[config.mk]
export PLATFORM = sky130hd
export DESIGN_NAME = uart_rx_flat
export DESIGN_NICKNAME = d
export VERILOG_FILES = /design/src/rtl/uart_rx_pkg.sv /design/src/rtl/uart_rx_if.sv /design/src/rtl/uart_rx_sync.sv /design/src/rtl/uart_rx.sv /design/src/flat_wrapper.sv
export SDC_FILE = /design/constraint.sdc
export NUM_CORES = 1
export LEC_CHECK = 0
export ABC_AREA = 1
export BUFFER_PORTS_ARGS = -buffer_cell sky130_fd_sc_hd__buf_2
export CAP_MARGIN = 25
export CORE_AREA = 2 2 65 67
export DETAILED_ROUTE_END_ITERATION = 10
export DIE_AREA = 0 0 67 69
export PLACE_DENSITY = 0.74
export SETUP_SLACK_MARGIN = 0.1
export SKIP_CTS_REPAIR_TIMING = 1
export SYNTH_ARGS = -nofsm -noshare
export SYNTH_HDL_FRONTEND = slang
export SYNTH_HIERARCHICAL = 1
export SYNTH_SLANG_ARGS = --single-unit
[constraint.sdc]
create_clock -name CLK -period 1.7 [get_ports CLK]
set_input_delay 0.17 -clock CLK [delete_from_list [all_inputs] [get_ports CLK]]
set_output_delay 0.17 -clock CLK [all_outputs]
set_load 0.005 [all_outputs]
[src/rtl/uart_rx_pkg.sv]
// Shared UART definitions: bit timing, FSM states, frame layout.
// Used by both the receiver and the transmitter.
package uart_rx_pkg;

    typedef enum logic [2:0] {
        IDLE,
        START,
        DATA,
        PARITY,
        STOP,
        BREAK
    } state_t;

    // start + parity + stop around the data bits
    localparam int FRAME_OVERHEAD = 3;

    function automatic int clks_per_bit(int clk_freq, int baud);
        return clk_freq / baud;
    endfunction

    function automatic int frame_bits(int data_width);
        return data_width + FRAME_OVERHEAD;
    endfunction

endpackage

[src/rtl/uart_rx_if.sv]
// Receiver-side bundle: serial line in, parallel word and status out.
// master = the receiver, slave = the consumer/pad side.
interface uart_rx_if #(
    parameter int VLD_DATA_WIDTH = 8
);
    logic                      RX;
    logic [VLD_DATA_WIDTH-1:0] dout;
    logic                      dout_vld;
    logic                      parity_err;
    logic                      frame_err;
    logic                      RX_busy;

    modport master (
        input  RX,
        output dout, dout_vld, parity_err, frame_err, RX_busy
    );

    modport slave (
        output RX,
        input  dout, dout_vld, parity_err, frame_err, RX_busy
    );
endinterface

[src/rtl/uart_rx_sync.sv]
// Two-flop synchroniser for the RX pin plus falling-edge detect.
// All flops clear to 0 so a line held low through reset gives no edge.
module uart_rx_sync (
    input  logic CLK,
    input  logic rst,
    input  logic rx,
    output logic rx_s,
    output logic fall
);
    logic rx_m;
    logic rx_d;

    always_ff @(posedge CLK or posedge rst) begin
        if (rst) begin
            rx_m <= 1'b0;
            rx_s <= 1'b0;
            rx_d <= 1'b0;
        end else begin
            rx_m <= rx;
            rx_s <= rx_m;
            rx_d <= rx_s;
        end
    end

    assign fall = rx_d & ~rx_s;
endmodule

[src/rtl/uart_rx.sv]
// UART receiver: start, LSB-first data, parity, stop -> parallel word.
// Data is delivered even on parity/frame error; flags qualify it.
module uart_rx
    import uart_rx_pkg::*;
#(
    parameter int BAUD_RATE      = 115200,
    parameter int CLK_FREQ       = 10_000_000,
    parameter int VLD_DATA_WIDTH = 8,
    parameter int CHECK_SEL      = 1
) (
    input logic      CLK,
    input logic      rst,
    uart_rx_if.master bus
);
    localparam int CPB  = clks_per_bit(CLK_FREQ, BAUD_RATE);
    localparam int HALF = CPB / 2;
    localparam int CW   = $clog2(CPB);
    localparam int IW   = (VLD_DATA_WIDTH > 1) ? $clog2(VLD_DATA_WIDTH) : 1;

    localparam logic [CW-1:0] CNT_LAST = CW'(CPB - 1);
    localparam logic [CW-1:0] CNT_HALF = CW'(HALF - 1);
    localparam logic [IW-1:0] IDX_LAST = IW'(VLD_DATA_WIDTH - 1);

    state_t                    state;
    logic [CW-1:0]             cnt;
    logic [IW-1:0]             idx;
    logic [VLD_DATA_WIDTH-1:0] shreg;
    logic                      perr_next;
    logic [VLD_DATA_WIDTH-1:0] dout_r;
    logic                      vld_r;
    logic                      perr_r;
    logic                      ferr_r;
    logic                      rx_s;
    logic                      fall;
    logic                      exp_par;

    uart_rx_sync u_sync (
        .CLK  (CLK),
        .rst  (rst),
        .rx   (bus.RX),
        .rx_s (rx_s),
        .fall (fall)
    );

    assign exp_par = (CHECK_SEL != 0) ? ~^shreg : ^shreg;

    always_ff @(posedge CLK or posedge rst) begin
        if (rst) begin
            state     <= IDLE;
            cnt       <= '0;
            idx       <= '0;
            shreg     <= '0;
            perr_next <= 1'b0;
            dout_r    <= '0;
            vld_r     <= 1'b0;
            perr_r    <= 1'b0;
            ferr_r    <= 1'b0;
        end else begin
            vld_r <= 1'b0;
            unique case (state)
                IDLE: begin
                    if (fall) begin
                        cnt   <= '0;
                        state <= START;
                    end
                end
                START: begin
                    if (cnt == CNT_HALF) begin
                        cnt   <= '0;
                        idx   <= '0;
                        // line back high at mid-start: treat as glitch
                        state <= rx_s ? IDLE : DATA;
                    end else begin
                        cnt <= cnt + 1'b1;
                    end
                end
                DATA: begin
                    if (cnt == CNT_LAST) begin
                        cnt   <= '0;
                        shreg <= VLD_DATA_WIDTH'({rx_s, shreg} >> 1);
                        if (idx == IDX_LAST) begin
                            state <= PARITY;
                        end else begin
                            idx <= idx + 1'b1;
                        end
                    end else begin
                        cnt <= cnt + 1'b1;
                    end
                end
                PARITY: begin
                    if (cnt == CNT_LAST) begin
                        cnt       <= '0;
                        perr_next <= (rx_s != exp_par);
                        state     <= STOP;
                    end else begin
                        cnt <= cnt + 1'b1;
                    end
                end
                STOP: begin
                    if (cnt == CNT_LAST) begin
                        cnt    <= '0;
                        dout_r <= shreg;
                        perr_r <= perr_next;
                        ferr_r <= ~rx_s;
                        vld_r  <= 1'b1;
                        state  <= rx_s ? IDLE : BREAK;
                    end else begin
                        cnt <= cnt + 1'b1;
                    end
                end
                BREAK: begin
                    if (rx_s) begin
                        state <= IDLE;
                    end
                end
                default: state <= IDLE;
            endcase
        end
    end

    assign bus.dout       = dout_r;
    assign bus.dout_vld   = vld_r;
    assign bus.parity_err = perr_r;
    assign bus.frame_err  = ferr_r;
    assign bus.RX_busy    = (state != IDLE);
endmodule

[src/flat_wrapper.sv]
// flat-port wrapper written by rule: the top's interface ports become plain ports
module uart_rx_flat import uart_rx_pkg::*;
#(
    parameter int BAUD_RATE      = 115200,
    parameter int CLK_FREQ       = 10_000_000,
    parameter int VLD_DATA_WIDTH = 8,
    parameter int CHECK_SEL      = 1
)
  (CLK, rst, bus_RX, bus_dout, bus_dout_vld, bus_parity_err, bus_frame_err, bus_RX_busy);
  uart_rx_if #(.VLD_DATA_WIDTH(VLD_DATA_WIDTH)) bus_i ();
  input logic CLK;
  input logic rst;
  input wire logic [$bits(bus_i.RX)-1:0] bus_RX;
  output wire logic [$bits(bus_i.dout)-1:0] bus_dout;
  output wire logic [$bits(bus_i.dout_vld)-1:0] bus_dout_vld;
  output wire logic [$bits(bus_i.parity_err)-1:0] bus_parity_err;
  output wire logic [$bits(bus_i.frame_err)-1:0] bus_frame_err;
  output wire logic [$bits(bus_i.RX_busy)-1:0] bus_RX_busy;
  assign bus_i.RX = bus_RX;
  assign bus_dout = bus_i.dout;
  assign bus_dout_vld = bus_i.dout_vld;
  assign bus_parity_err = bus_i.parity_err;
  assign bus_frame_err = bus_i.frame_err;
  assign bus_RX_busy = bus_i.RX_busy;
  uart_rx #(.BAUD_RATE(BAUD_RATE), .CLK_FREQ(CLK_FREQ), .VLD_DATA_WIDTH(VLD_DATA_WIDTH), .CHECK_SEL(CHECK_SEL)) u_core (.CLK(CLK), .rst(rst), .bus(bus_i));
endmodule
==> metrics.md <==
| Metric | Value |
|---|---|
| Minimum setup slack among reg-to-reg paths | `0.18 ns` |
| Fillers | `around 380` |
| Iter 0 DRT Violations | `85` |
| Crit path largest cell delay | `roughly 0.43 ns` |
| Post-synth EDFFs | `0` |
| Final period util | `0.896` |
| TritonCTS buffer count | `5` |
| Met3 WL | `about 85 um` |
| HP Class | `input port to asynchronous set/reset pin` |
| Layout cells sized above 1 | `0.233` |
| Setup TNS | `0 ns` |
| Static leakage | `1.12 nW` |
| Input/output buffers | `14` |
| Crit-path leading delay family | `flip-flops` |
| Peak VDD IR | `0.634 mV` |
| Final WL | `3.36 mm` |
| Most frequent cells in the layout | `nand2_1, dfrtp_1, inv_1` |
| Kind of start point of the critical path | `register` |
| Vert. Die Dim | `approximately 70 um` |
| RSZ-0062 raised after global routing | `yes` |
| Crit-path cells | `buf_6 > ha_1 > inv_1 > nor2_2 > nand2_4 > nand2_4 > nand2_4 > buf_4 > nand2_1 > a22oi_1` |
| Final hold viol count | `0` |
| GRT Util Overall | `0.167` |
| Total grt overflow | `0` |
| Top sig layer | `met4` |
| Primary FF master, synth | `dfrtp_1` |
| Register area share after synthesis | `0.476` |
| Setup crit end kind | `register` |
| Root buffer cell | `clkbuf_8` |
| Vias in the first global route | `1366` |
| Worst EP required | `1.89 ns` |
| Syn Nets | `239` |
| Clk_lat worst skew | `0.28 ns` |
| Diodes inserted | `0` |
| Mapped Area | `~0.0019 mm^2` |
| Critical Path Slowest Stage Cell | `dfrtp_1` |
| DRT antenna net count | `0` |
| Final min period | `1.52 ns` |
| Fin nets | `265` |
| Die width | `67 um` |
| Unique masters post-synth | `24` |
| Worst path arrival time | `1.72 ns` |
| Pin count of the biggest net entering global routing | `34` |
| First-pass GRT wire length | `6.04 mm` |
| Cell count after synthesis | `231` |
| Die Area | `0.00462 mm^2` |
| Non-filler instance count after layout | `between 300 and 400` |
| Core area | `slightly below 0.004 mm^2` |
| Vias per cell | `4.82` |
| Clk buf depth | `2` |
| Initial antenna violation count | `0` |
| Total number of vias | `1480` |
| Synth async-reset ratio | `1.00` |
| Fin. max-slew vios | `0` |
| DR DRC count | `0` |
| Reg clk slew, reported paths | `0.07 ns` |
| CP most frequent cell | `nand2_4` |
| Row count | `23` |
| Met2 WL post-DR | `1.58 mm` |
| Max cap viols | `0` |
| Commonest non-fill, non-tap cell in the layout | `nand2_1` |
| DP HPWL | `2.40 mm` |
| Post-synthesis register bit count | `36` |
| Syn. warnings | `6` |
| Setup CP Type | `register to register` |
| # H-tree levels | `2` |
| Drt wl/cell | `10.9 um` |
| Placer Congestion | `0.875` |
| Peak Freq | `656 MHz` |
| CP bufs+invs | `3` |
| Synth Area per Inst | `between 8 and 9 um^2` |
| Status | `complete, no violations` |
| Final setup viols | `0` |
| Worst-Margin Slew | `0.411 ns` |
| CTS tree | `yes` |
| Top Ports | `15` |
| Placed instance count | `between 200 and 300` |
| WL met1 | `1.63 mm` |
| Clock sink count | `36` |
| Skew final | `0.00631 ns` |
| Slew Limit Headroom | `0.726` |
| Number of detailed-route iterations in the first pass | `4` |
| Power density over the cells | `roughly 1200 mW/mm^2` |
| Area growth syn-to-layout | `15.9%` |
| Initial Util | `0.484` |
| Largest fanout on the critical path | `6` |
-- Yosys cell counts (3+ instances only) --
cell type / n / share of area
dfrtp_1: 36 / 0.48
ha_1: 5 / 0.033
inv_1: 30 / 0.059
inv_2: 5 / 0.0099
nand2_1: 74 / 0.15
nand2_2: 4 / 0.013
nand3_1: 9 / 0.024
nor2_1: 9 / 0.018
nor2_2: 3 / 0.0099
nor2_4: 4 / 0.024
o21ai_0: 16 / 0.042
o21ai_1: 8 / 0.021
o21ai_2: 10 / 0.046
o22ai_1: 3 / 0.0099
-- layer usage --
layer,vias up,global-route usage
li1,779,-
met1,670,0.228
met2,25,0.250
met3,6,0.0538
met4,0,0.0544
met5,-,0
-- flip-flops by register name, indices dropped and copies added, names as in the netlist --
register               flops
u_core/u_sync/rx_d         1
u_core/perr_next           1
u_core/bus.frame_err       1
u_core/cnt                 7
u_core/bus.parity_err      1
u_core/u_sync/rx_s         1
u_core/u_sync/rx_m         1
u_core/idx                 3
u_core/state               3
u_core/bus.dout_vld        1
u_core/shreg               8
u_core/bus.dout            8
-- logic make-up (layout without fill, tap and decap cells) --
family / after synthesis / in the layout / share of synthesized area
AOI/OAI and AO/OA: 40 / 40 / 0.131
xor gates and xnor gates: 3 / 3 / 0.0139
adders and majority gates: 5 / 5 / 0.0330
buffers and inverters: 38 / 64 / 0.0845
DFF: 36 / 36 / 0.476
and+or+nand+nor: 109 / 109 / 0.262
-- cell type report --
cell class              instances  area, um^2  share of cell area
flip-flops and latches         36         903               0.412
multi-input cells             157         863               0.393
inverters                      36         138              0.0627
repair buffers                 21         131              0.0599
clock buffers                   7        96.3              0.0439
well taps                      50        62.6              0.0285
-- where the power goes --
group | total (mW) | switching [mW] | internal, mW
Clock | 0.642 | 0.281 | 0.361
Combinational | 0.974 | 0.603 | 0.371
Sequential | 1.06 | 0.119 | 0.939
Total | 2.67 | 1.00 | 1.67
-- worst paths after layout --
| check | start | endpoint | depth (start not counted) |
|---|---|---|---|
| worst max register to register | u_core/cnt[0] | u_core/cnt[2] | 10 |
| worst max-delay path | u_core/cnt[0] | u_core/cnt[2] | 10 |
| worst min-delay path | rst | u_core/u_sync/rx_m | 3 |
| max in group asynchronous | rst | u_core/cnt[1] | 4 |
| min in group CLK | u_core/u_sync/rx_m | u_core/u_sync/rx_s | 0 |
| worst min register to register | u_core/u_sync/rx_m | u_core/u_sync/rx_s | 0 |
-- worst min-delay path, stage by stage --
cell and delay (ns):
dlygate4sd3_1 0.53, buf_2 0.12, inv_1 0.10
-- stage by stage --
step / cell area, um^2 / hold slack [ns] / worst slack (ns) / total power [mW] / utilization
final: 2190 / 0.296 / 0.176 / 2.67 / 0.561
after global routing: 2190 / 0.304 / 0.0653 / 2.88 / 0.561
after CTS: 2110 / -0.258 / 0.195 / 2.50 / 0.539
after detailed placement: 2010 / 0.0491 / 0.210 / 1.85 / 0.514
after global placement: 2010 / 0.0473 / 0.252 / 1.82 / 0.514
after floorplan: 1890 / -0.0764 / 0.289 / 1.66 / -
No activity file was read; power rests on OpenSTA's default activity.
